<file path="config.mk">
export PLATFORM = sky130hd
export DESIGN_NAME = pipe_addsub
export DESIGN_NICKNAME = d
export VERILOG_FILES = /design/src/rtl/pipe_addsub.sv
export SDC_FILE = /design/constraint.sdc
export NUM_CORES = 1
export LEC_CHECK = 0
export ABC_CLOCK_PERIOD_IN_PS = 3000
export CORE_UTILIZATION = 50
export CTS_BUF_LIST = sky130_fd_sc_hd__clkbuf_4 sky130_fd_sc_hd__clkbuf_8
export DETAILED_ROUTE_END_ITERATION = 8
export GPL_TIMING_DRIVEN = 0
export PLACE_DENSITY = 0.73
export SLEW_MARGIN = 0
export SYNTH_ARGS = -nofsm -noshare
export SYNTH_HDL_FRONTEND = slang
export SYNTH_SLANG_ARGS = --single-unit
</file>
<file path="constraint.sdc">
create_clock -name clk -period 3 [get_ports clk]
set_clock_uncertainty 0.15 [all_clocks]
set_input_delay 0.6 -clock clk [delete_from_list [all_inputs] [get_ports clk]]
set_output_delay 0.6 -clock clk [all_outputs]
set_load 0.1 [all_outputs]
</file>
<file path="src/rtl/pipe_addsub.sv">
// Pipelined ripple-carry adder/subtractor with valid/ready handshake.
// The carry chain is cut into STAGES equal slices; each stage keeps only the operand bits still to be added and the sum bits already produced.
module pipe_addsub #(
    parameter int IP_WIDTH = 32,
    parameter int STAGES   = 4
) (
    input  logic                clk,
    input  logic                rst_n,
    input  logic                in_valid,
    output logic                in_ready,
    input  logic [IP_WIDTH-1:0] a,
    input  logic [IP_WIDTH-1:0] b,
    input  logic                c_in,
    input  logic                sub,
    output logic                out_valid,
    input  logic                out_ready,
    output logic [IP_WIDTH-1:0] sum,
    output logic                c_out,
    output logic                ovf
);

    localparam int W       = IP_WIDTH / STAGES;
    localparam int FWD_TOT = W * STAGES * (STAGES - 1) / 2;
    localparam int FWD_W   = (FWD_TOT > 0) ? FWD_TOT : 1;
    localparam int SUM_W   = W * STAGES * (STAGES + 1) / 2;

    // Bit offsets of each stage's skewed operand / sum registers in the flat buses.
    function automatic int fwd_off(input int k);
        return W * (k * STAGES - (k * (k + 1)) / 2);
    endfunction

    function automatic int sum_off(input int k);
        return W * ((k * (k + 1)) / 2);
    endfunction

    logic [FWD_W-1:0]  fwd_a;
    logic [FWD_W-1:0]  fwd_b;
    logic [SUM_W-1:0]  sum_bus;
    logic [STAGES-1:0] c_bus;
    logic [STAGES-1:0] v_bus;
    logic [STAGES:0]   rdy;

    assign rdy[STAGES] = out_ready;
    assign in_ready    = rdy[0];
    assign out_valid   = v_bus[STAGES-1];
    assign c_out       = c_bus[STAGES-1];
    assign sum         = sum_bus[sum_off(STAGES-1) +: IP_WIDTH];

    for (genvar k = 0; k < STAGES; k++) begin : g_stg
        localparam int IN_W = IP_WIDTH - k * W;
        localparam int LO_W = k * W;

        logic [IN_W-1:0]      src_a;
        logic [IN_W-1:0]      src_b;
        logic                 src_c;
        logic                 src_v;
        logic [W:0]           slice;
        logic [LO_W+W-1:0]    sum_d;
        logic [LO_W+W-1:0]    sum_q;
        logic                 c_q;
        logic                 v_q;

        assign rdy[k] = !v_q || rdy[k+1];

        if (k == 0) begin : g_src
            // Subtraction is a + ~b + ~c_in, so borrow-in inverts like b.
            assign src_a = a;
            assign src_b = sub ? ~b : b;
            assign src_c = sub ^ c_in;
            assign src_v = in_valid;
            assign sum_d = slice[W-1:0];
        end else begin : g_src
            localparam int FO = fwd_off(k - 1);
            localparam int SO = sum_off(k - 1);
            assign src_a = fwd_a[FO +: IN_W];
            assign src_b = fwd_b[FO +: IN_W];
            assign src_c = c_bus[k-1];
            assign src_v = v_bus[k-1];
            assign sum_d = {slice[W-1:0], sum_bus[SO +: LO_W]};
        end

        assign slice = {1'b0, src_a[W-1:0]} + {1'b0, src_b[W-1:0]} + {{W{1'b0}}, src_c};

        always_ff @(posedge clk or negedge rst_n) begin
            if (!rst_n) begin
                v_q   <= 1'b0;
                sum_q <= '0;
                c_q   <= 1'b0;
            end else if (rdy[k]) begin
                v_q <= src_v;
                if (src_v) begin
                    sum_q <= sum_d;
                    c_q   <= slice[W];
                end
            end
        end

        assign sum_bus[sum_off(k) +: LO_W + W] = sum_q;
        assign c_bus[k] = c_q;
        assign v_bus[k] = v_q;

        if (k < STAGES - 1) begin : g_fwd
            logic [IN_W-W-1:0] a_q;
            logic [IN_W-W-1:0] b_q;

            always_ff @(posedge clk or negedge rst_n) begin
                if (!rst_n) begin
                    a_q <= '0;
                    b_q <= '0;
                end else if (rdy[k] && src_v) begin
                    a_q <= src_a[IN_W-1:W];
                    b_q <= src_b[IN_W-1:W];
                end
            end

            assign fwd_a[fwd_off(k) +: IN_W-W] = a_q;
            assign fwd_b[fwd_off(k) +: IN_W-W] = b_q;
        end else begin : g_last
            logic ovf_q;

            // The operand MSBs are consumed here, so signed overflow is resolved in the last stage.
            always_ff @(posedge clk or negedge rst_n) begin
                if (!rst_n) begin
                    ovf_q <= 1'b0;
                end else if (rdy[k] && src_v) begin
                    ovf_q <= (src_a[W-1] == src_b[W-1]) && (slice[W-1] != src_a[W-1]);
                end
            end

            assign ovf = ovf_q;
        end
    end

endmodule

</file>
==> results.json, run 1 <==
{
  "min_period_over_period_pct": 98.3,
  "yosysSeqAreaShare_pct": 52.9,
  "grt_setup_unrepaired": "false",
  "synthArstFlopShare_pct": 100,
  "relSlewSlack_pct": 33.8,
  "syn-cell-area_mm2": 0.00875,
  "start_util_pct": 50.9,
  "gp_congestion": 0.814,
  "report.final.slew_viol_count": 0,
  "dr.pass1.iters": 5,
  "h-tree-depth": 4,
  "num_rows": 48,
  "status": "finished, final reports clean",
  "core_mm2": 0.0172,
  "place_hpwl_mm": 13.5,
  "fin_ws_ps": 51.0,
  "setup_viol": 0,
  "synth_edf_count": 0,
  "synth_cells": 806,
  "p_per_area_mw_per_mm2": 979,
  "layout-area-overhead-vs-synth_pct": 20.3,
  "synth-simple-area-share_pct": 13.4,
  "grt_max_degree": 109,
  "yosys_register_bits": 185,
  "arrival_ps": 2200,
  "power_mw": 10.3,
  "synth_xor_area_share_pct": 3.90,
  "synthAdderAreaFrac_pct": 5.83,
  "tightest_slew_ps": 989,
  "grt_pass1_wl_mm": 30.5,
  "path_clk_slew_ps": 80,
  "portBuffers": 104,
  "grt-ovfl-total": 0,
  "path_max_fanout": 5,
  "antenna_left": 0,
  "drc": 0,
  "fillers": 1474,
  "synth_top_family_by_area": "simple AND/OR/NAND/NOR gates",
  "wl_per_cell_um": 15.4,
  "cts_buffers": 17,
  "final_cells": 1166,
  "hold_viol": 0,
  "grt_usage_pct": 21.9,
  "cts_buffer_depth": 2,
  "fin_hold_ws_ps": 48.5,
  "yosysUniqueCellTypes": 55,
  "muxShareOfSynthArea_pct": 10.0,
  "p_leak_nw": 4.83,
  "hp-class": "in2async",
  "yosysWarnings": 0,
  "fin_area_mm2": 0.0105,
  "synth_flop_cell": "dfrtp_1",
  "drive_above_1_share_pct": 15.9,
  "cts_tree": "yes",
  "min_period_ps": 2950,
  "fin_util_pct": 61.3,
  "vias": 6106,
  "avgSynthCellArea_um2": 10.9,
  "dpl.cell_count": 1136,
  "worstSetupPathType": "in2out",
  "vias_per_cell": 5.24,
  "end_kind": "output pin",
  "grt_pass1_vias": 6090,
  "worstSkewPairLatency_ps": 460,
  "fmax_mhz": 339,
  "tns_ps": 0,
  "cp-start-kind": "input port",
  "synth_compound_area_share_pct": 10.4,
  "io_pins": 106,
  "drv_cap": 0,
  "die_area_mm2": 0.0180,
  "dieWidth_um": 134,
  "antenna_cells": 0,
  "antenna_found_initial": 0,
  "cts_root_buffer": "clkbuf_8",
  "drt_iter0_markers": 252,
  "placed_cell_area_mm2": 0.0101,
  "synth_nets": 912,
  "required_ps": 2250,
  "ir_worst_vdd_mv": 0.660,
  "wl_mm": 18.0,
  "cts.sinks": 185,
  "dp_slack_ps": -474,
  "layout.nets": 1036,
  "postCtsSetupRepairBufs": 0,
  "die_h_um": 134
}
-- what timing repair did --
action	in CTS	in global routing
resized for setup	3	0
endpoints found under the hold margin	0	0
hold buffers	0	0
endpoints found under the setup margin	1	0
-- critical path, stage by stage --
cell and delay [ps]:
clkdlybuf4s50_1 560, and4b_1 310, nand2_1 150, clkdlybuf4s15_2 570
-- state kept, by name, summed over array words and instances (netlist names) --
name and count:
g_stg.g_fwd.a_q 48, out_valid 1, g_stg.sum_q 48, g_stg.g_fwd.b_q 48
ovf 1, g_stg.c_q 3, sum 32, g_stg.v_q 3
c_out 1
-- layout by cell type (no fill, tap or decap), types with 9 or more instances in the layout --
cell type / count
ha_1: 28
nand2_1: 214
o211ai_1: 11
clkdlybuf4s50_1: 102
o21ai_0: 48
xnor2_1: 29
clkbuf_8: 18
xor2_1: 10
buf_4: 9
inv_1: 22
mux2_2: 76
nor2_1: 18
a21oi_1: 12
dfrtp_1: 185
buf_2: 16
a211oi_1: 12
-- cell usage after synthesis, drive strengths merged, types with 2 or more instances --
master | instances | area, um^2
mux2i | 2 | 20.0
nand3 | 5 | 25.0
xor2 | 10 | 87.6
mux2 | 76 | 856
nor3 | 8 | 40.0
o21ai | 51 | 267
nor2b | 4 | 25.0
fa | 8 | 160
a2111o | 7 | 78.8
o21a | 4 | 30.0
a21oi | 13 | 68.8
o31a | 3 | 26.3
nand4b | 3 | 41.3
or2 | 4 | 25.0
o311ai | 2 | 17.5
xnor2 | 29 | 254
a21o | 6 | 45.0
buf | 30 | 204
nand2 | 215 | 810
nand4 | 7 | 43.8
nor2 | 18 | 67.6
o31ai | 8 | 60.1
a2111oi | 2 | 17.5
o21bai | 2 | 15.0
ha | 28 | 350
o211ai | 11 | 82.6
o41a | 2 | 22.5
clkbuf | 6 | 25.0
nand2b | 5 | 31.3
o311a | 4 | 40.0
dfrtp | 185 | 4630
a31oi | 2 | 12.5
inv | 22 | 82.6
a211oi | 12 | 90.1
-- worst paths after layout --
kind | startpoint | end | slack, ps | cells after the start
min in group clk | g_stg[2].sum_q[5] | sum[5] | 310 | 2
hold reg to reg | g_stg[2].sum_q[5] | sum[5] | 310 | 2
max in group asynchronous | rst_n | g_stg[1].sum_q[3] | 1790 | 2
hold / removal | rst_n | sum[19] | 50 | 1
setup / recovery | out_ready | in_ready | 50 | 4
setup reg to reg | g_stg[2].c_q | c_out | 450 | 6
-- cell type report --
class                      instances  area (um^2)  area share [%]
buffer                            36          229            2.17
clock buffer                      18          248            2.35
clock inverter                    12          176            1.68
inverter                          22         82.6           0.784
multi-input combinational        563         3810            36.2
sequential                       185         4630            44.0
tap                              225          282            2.67
timing repair buffer             105         1070            10.2
-- routing by layer --
metal	global-route usage, %	share of wire [%]	vias up
met4	6.93	1.3	0
met2	38.2	51	106
li1	-	-	3007
met1	27.5	45	2975
met3	4.23	3.5	18
met5	0	0	-
-- cell families (layout without fill, tap and decap cells) --
logic type / count (synthesis) / after routing
AOI/OAI and AO/OA: 133 / 133
xor gates and xnor gates: 39 / 39
adders and majority gates: 36 / 36
buffers and inverters: 58 / 193
DFF: 185 / 185
muxes: 78 / 78
and+or+nand+nor: 277 / 277
-- power breakdown --
part	switching [mW]	internal, mW	leakage (nW)
Combinational	3.06	1.64	2.36
Sequential	0.503	3.34	2.26
Clock	0.847	0.918	0.210
Note: power is estimated with default switching activity, not from simulation.
==> inputs of run 2 (changes only) <==
--- a/config.mk
+++ b/config.mk
@@ -6,11 +6,10 @@
 export NUM_CORES = 1
 export LEC_CHECK = 0
 export ABC_CLOCK_PERIOD_IN_PS = 3000
-export CORE_UTILIZATION = 50
+export CORE_UTILIZATION = 30
 export CTS_BUF_LIST = sky130_fd_sc_hd__clkbuf_4 sky130_fd_sc_hd__clkbuf_8
 export DETAILED_ROUTE_END_ITERATION = 8
 export GPL_TIMING_DRIVEN = 0
-export PLACE_DENSITY = 0.73
 export SLEW_MARGIN = 0
 export SYNTH_ARGS = -nofsm -noshare
 export SYNTH_HDL_FRONTEND = slang
==> run 2 against run 1 <==
  * Clock-buffer cell count decreased by 1
  * Sequential share of layout area decreased by 0.89 points
  * Via count increased by 0.61%
  * Flip-flop and latch count unchanged
  * Critical path type unchanged
  * Critical endpoint unchanged
==> results.json, run 2 (synthesized netlist as in run 1, its figures left out) <==
{
  "status": "finished, final reports clean",
  "gp_congestion": 0.815,
  "hold_viol": 0,
  "arrival_ps": 2100,
  "startpoint": "out_ready",
  "dr.pass1.iters": 4,
  "cts.sinks": 185,
  "h-tree-depth": 4,
  "largestRegisters": "g_stg.g_fwd.a_q (48), g_stg.g_fwd.b_q (48), g_stg.sum_q (48)",
  "end_kind": "output pin",
  "antenna_cells": 0,
  "report.final.slew_viol_count": 0,
  "rr_worst_depth": 6,
  "cts_buffer_depth": 2,
  "antenna_found_initial": 0,
  "final_cells": 1328,
  "path_max_fanout": 5,
  "layout_common_cells": "214 x nand2_1, 185 x dfrtp_1, 101 x clkdlybuf4s50_1",
  "fin_area_mm2": 0.0107,
  "layout-area-overhead-vs-synth_pct": 22.8,
  "dieWidth_um": 173,
  "cts_root_buffer": "clkbuf_8",
  "regToRegEndpoint": "c_out",
  "placed_cell_area_mm2": 0.0103,
  "core_mm2": 0.0287,
  "fillers": 2950,
  "antenna_left": 0,
  "rrSetupSlack_ps": 450,
  "p_per_area_mw_per_mm2": 965,
  "hp-class": "reg2reg",
  "io_pins": 106,
  "r2r_start": "g_stg[2].c_q",
  "required_ps": 2250,
  "cts_tree": "yes",
  "drv_cap": 0,
  "start_util_pct": 30.5,
  "postCtsSetupRepairBufs": 0,
  "grt_pass1_vias": 6537,
  "p_leak_nw": 4.84,
  "grt_setup_unrepaired": "false",
  "worstSkewPairLatency_ps": 470,
  "num_rows": 62,
  "drive_above_1_share_pct": 16.1,
  "worstSetupPathType": "in2out",
  "tightest_slew_ps": 1050,
  "wl_mm": 20.2,
  "cts_buffers": 17,
  "min_period_over_period_pct": 95.1,
  "grt_pass1_wl_mm": 33.7,
  "layout.nets": 1037,
  "min_period_ps": 2850,
  "die_area_mm2": 0.0299,
  "setup_viol": 0,
  "drt_iter0_markers": 220,
  "power_mw": 10.4,
  "vias_per_cell": 4.63,
  "die_h_um": 173,
  "grt-ovfl-total": 0,
  "place_hpwl_mm": 14.9,
  "cp-endpoint": "in_ready",
  "drc": 0,
  "wl_per_cell_um": 15.2,
  "grt_max_degree": 98,
  "ir_worst_vdd_mv": 0.363,
  "path_clk_slew_ps": 100,
  "vias": 6143,
  "fmax_mhz": 351,
  "final_common_cell": "nand2_1",
  "grt_usage_pct": 14.2,
  "fin_hold_ws_ps": 317,
  "dpl.cell_count": 1295,
  "relSlewSlack_pct": 29.7,
  "cp-start-kind": "input port",
  "portBuffers": 104
}
-- run 2: timing repair --
action	CTS	global route
resized for setup	3	3
setup endpoints to repair	1	2
hold endpoints to repair	7	0
gates cloned	0	0
hold buffers	1	0
-- run 2: per-layer routing --
layer	track usage (%)	part of all wire, %	vias to the layer above
met5	0	0	-
met4	3.32	0.94	0
met3	3.69	3.6	11
met2	24.5	49	88
met1	17.8	46	3026
li1	-	-	3018
-- run 2: worst min path at each step --
stage                            start      end  slack, ps  depth (start not counted)
global route        g_stg[2].sum_q[16]  sum[16]        350                          2
CTS                  g_stg[2].sum_q[5]   sum[5]        320                          2
floorplan                        rst_n    c_out        150                          0
finish               g_stg[2].sum_q[5]   sum[5]        320                          2
global placement     g_stg[2].sum_q[0]   sum[0]        300                          2
detailed placement   g_stg[2].sum_q[0]   sum[0]        300                          2
-- run 2: worst max-delay path, stage by stage --
cell and delay (ps):
clkdlybuf4s50_1 600, and4b_1 300, nand2_1 150, buf_2 450
-- run 2: stage by stage --
step	setup TNS (ps)	utilization [%]	setup WS, ps
finish	0	37.4	148
global route	0	37.4	39.4
CTS	0	37.5	14.2
detailed placement	-1520	35.9	-540
global placement	-1228490	35.8	-6650
floorplan	0	-	198
-- run 2: area by class of cell --
class | instances | area (um^2) | share of cell area (%)
clock inverters | 15 | 203 | 1.89
flip-flops and latches | 185 | 4630 | 43.1
inverters | 22 | 82.6 | 0.768
clock buffers | 17 | 234 | 2.18
multi-input cells | 563 | 3810 | 35.4
plain buffers | 36 | 229 | 2.13
repair buffers | 106 | 1080 | 10.1
well taps | 384 | 480 | 4.47
-- run 2: where the power goes --
part           switching, mW  internal [mW]  total [mW]
Combinational           3.11           1.63        4.74
Sequential             0.477           3.34        3.81
Clock                  0.959          0.858        1.82
==> inputs of run 3 (changes only) <==
--- a/config.mk
+++ b/config.mk
@@ -5,6 +5,7 @@
 export SDC_FILE = /design/constraint.sdc
 export NUM_CORES = 1
 export LEC_CHECK = 0
+export ABC_AREA = 1
 export ABC_CLOCK_PERIOD_IN_PS = 3000
 export CORE_UTILIZATION = 30
 export CTS_BUF_LIST = sky130_fd_sc_hd__clkbuf_4 sky130_fd_sc_hd__clkbuf_8
==> run 3 against run 2 <==
  * Sequential share of layout area increased by 0.22 points
  * Combinational power rose by 7.4%
  * Register-to-register slack improved by 520 ps
  * Final cell count grew 15%
  * Synthesized cell count increased by 25%
  * Via count increased by 5.1%
  * Die area is 0.12% higher
  * Worst setup slack better by 98 ps
  * Clock-buffer cell count rose by 3
  * Core utilization shrank 0.19 points
  * Synthesized area is 0.11% higher
  * Largest cell class unchanged
==> results.json, run 3 <==
{
  "max_stage_delay_ps": 1170,
  "io_pins": 106,
  "yosysMostFrequentCell": "nand2_1",
  "grt_max_degree": 111,
  "syn-cell-area_mm2": 0.00876,
  "wl_per_cell_um": 12.8,
  "h-tree-depth": 4,
  "p_per_area_mw_per_mm2": 990,
  "synth_flop_cell": "dfrtp_1",
  "grt-ovfl-total": 0,
  "hp-start": "g_stg[1].g_fwd.b_q[13]",
  "cp.depth": 1,
  "yosysUniqueCellTypes": 30,
  "portBuffers": 104,
  "grt_pass1_vias": 6529,
  "ir_worst_vdd_mv": 0.322,
  "crit_chain": "clkdlybuf4s50_1",
  "cts_buffers": 17,
  "layout-area-overhead-vs-synth_pct": 22.1,
  "report.final.slew_viol_count": 0,
  "start_util_pct": 30.5,
  "yosys_register_bits": 185,
  "vias_per_cell": 4.22,
  "dpl.cell_count": 1498,
  "fmax_mhz": 363,
  "dieWidth_um": 173,
  "grt_setup_unrepaired": "false",
  "dp_slack_ps": -238,
  "power_mw": 10.6,
  "final_common_cell": "nand2_1",
  "end_kind": "output pin",
  "relSlewSlack_pct": 31.3,
  "arrival_ps": 2000,
  "gp_congestion": 0.810,
  "yosys.area.top_type": "dfrtp_1",
  "worstSetupPathType": "reg2out",
  "yosys-top-cells-count": "440 x nand2_1, 185 x dfrtp_1, 83 x inv_1",
  "synth_top_area_share_pct": 52.8,
  "cp-start-kind": "flip-flop",
  "min_path_cells": 2,
  "fin_ws_ps": 245,
  "crit_family": "buffers and inverters",
  "grt_pass1_wl_mm": 33.2,
  "antenna_cells": 0,
  "cts.sinks": 185,
  "cpMaxStageDelayCell": "clkdlybuf4s50_1",
  "cts_root_buffer": "clkbuf_8",
  "yosysSeqAreaShare_pct": 52.8,
  "layout_common_cells": "440 x nand2_1, 185 x dfrtp_1, 102 x clkdlybuf4s50_1",
  "num_rows": 62,
  "largestRegisters": "g_stg.g_fwd.a_q (48), g_stg.g_fwd.b_q (48), g_stg.sum_q (48)",
  "yosys-top-cells-area": "dfrtp_1 53%, nand2_1 19%, ha_1 4.0%",
  "hp-class": "reg2reg",
  "r2r_start": "g_stg[2].c_q",
  "cts_buffer_depth": 2,
  "hold_viol": 0,
  "layout.nets": 1240,
  "drc": 0,
  "drv_cap": 0,
  "synthArstFlopShare_pct": 100,
  "wl_mm": 19.6,
  "final_cells": 1531,
  "regToRegEndpoint": "sum[28]",
  "antenna_left": 0,
  "fin_area_mm2": 0.0107,
  "fillers": 2978,
  "dr.pass1.iters": 5,
  "required_ps": 2250,
  "synth_nets": 1115,
  "place_hpwl_mm": 15.2,
  "antenna_found_initial": 0,
  "yosysWarnings": 0,
  "path_max_fanout": 2,
  "cts_tree": "yes",
  "grt_usage_pct": 13.9,
  "drt_iter0_markers": 353,
  "hold_end": "g_stg[2].g_fwd.b_q[5]",
  "synth_edf_count": 0,
  "crit_buf_inv": 1,
  "path_clk_slew_ps": 100,
  "drive_above_1_share_pct": 9.15,
  "postCtsSetupRepairBufs": 0,
  "min_period_ps": 2750,
  "tns_ps": 0,
  "synth_cells": 1009,
  "status": "finished, final reports clean",
  "avgSynthCellArea_um2": 8.68,
  "rrSetupSlack_ps": 970,
  "rr_worst_depth": 7,
  "die_h_um": 173,
  "core_mm2": 0.0287,
  "vias": 6459,
  "placed_cell_area_mm2": 0.0103,
  "die_area_mm2": 0.0299,
  "setup_viol": 0,
  "min_period_over_period_pct": 91.8,
  "worstSkewPairLatency_ps": 470,
  "tightest_slew_ps": 1030,
  "p_leak_nw": 5.38
}
## run 3: cell types whose count changed in the layout (fill, tap and decap cells not counted), sizes merged, moves of 6 or more
cell | previous run | this run
a2111o | 7 | 0
a211oi | 12 | 0
a21o | 6 | 0
inv | 30 | 94
mux2 | 76 | 0
nand2 | 215 | 443
nand3 | 5 | 36
nor3 | 8 | 1
o211ai | 11 | 0
o21ai | 51 | 92
o31ai | 8 | 0
## run 3: final cells by class
cell class	instances	area [um^2]	area share (%)
timing repair buffer	106	1080	10.1
multi-input combinational	697	3540	33.1
clock buffer	20	269	2.52
buffer	39	263	2.46
clock inverter	12	106	0.994
inverter	88	330	3.09
tap	384	480	4.49
sequential	185	4630	43.3
## run 3: metal layers
layer	vias up	routed length, um	global-route usage, %
met4	0	145	3.76
li1	3387	-	-
met1	2955	9700	18.8
met2	105	8900	21.9
met5	-	0	0
met3	12	869	3.78
## run 3: power by group
part           switching [mW]  internal [mW]
clock network           0.933          0.654
registers               0.521           3.40
logic                    3.52           1.57
## run 3: timing repair
| item | 4_1_cts | 5_1_grt |
|---|---|---|
| pin swaps | 0 | 0 |
| endpoints found under the hold margin | 75 | 0 |
| hold buffers | 1 | 0 |
| gates resized for setup | 1 | 2 |
| endpoints found under the setup margin | 1 | 1 |
## run 3: cells by family after synthesis
group                    count (synthesis)  synth area share (%)
AND/OR/NAND/NOR                        507                  23.1
flip-flops                             185                  52.8
buffers and inverters                  127                  6.77
AO/OA/AOI/OAI                          113                  7.41
XOR/XNOR                                41                  4.10
adder cells (fa/ha/maj)                 36                  5.83
## run 3: worst max-delay path by stage
stage / end / startpoint / slack (ps)
after global placement: g_stg[0].sum_q[0] / rst_n / -6530
final: sum[29] / sum[29] / 250
after detailed placement: in_ready / out_ready / -240
after CTS: in_ready / out_ready / 30
after global routing: sum[29] / sum[29] / 180
after floorplan: g_stg[0].sum_q[4] / sub / 420
## run 3: stage by stage
step	hold slack (ps)	utilization [%]
after CTS	323	37.3
final	322	37.3
after global routing	347	37.3
after floorplan	154	-
after detailed placement	305	35.9
after global placement	302	35.8
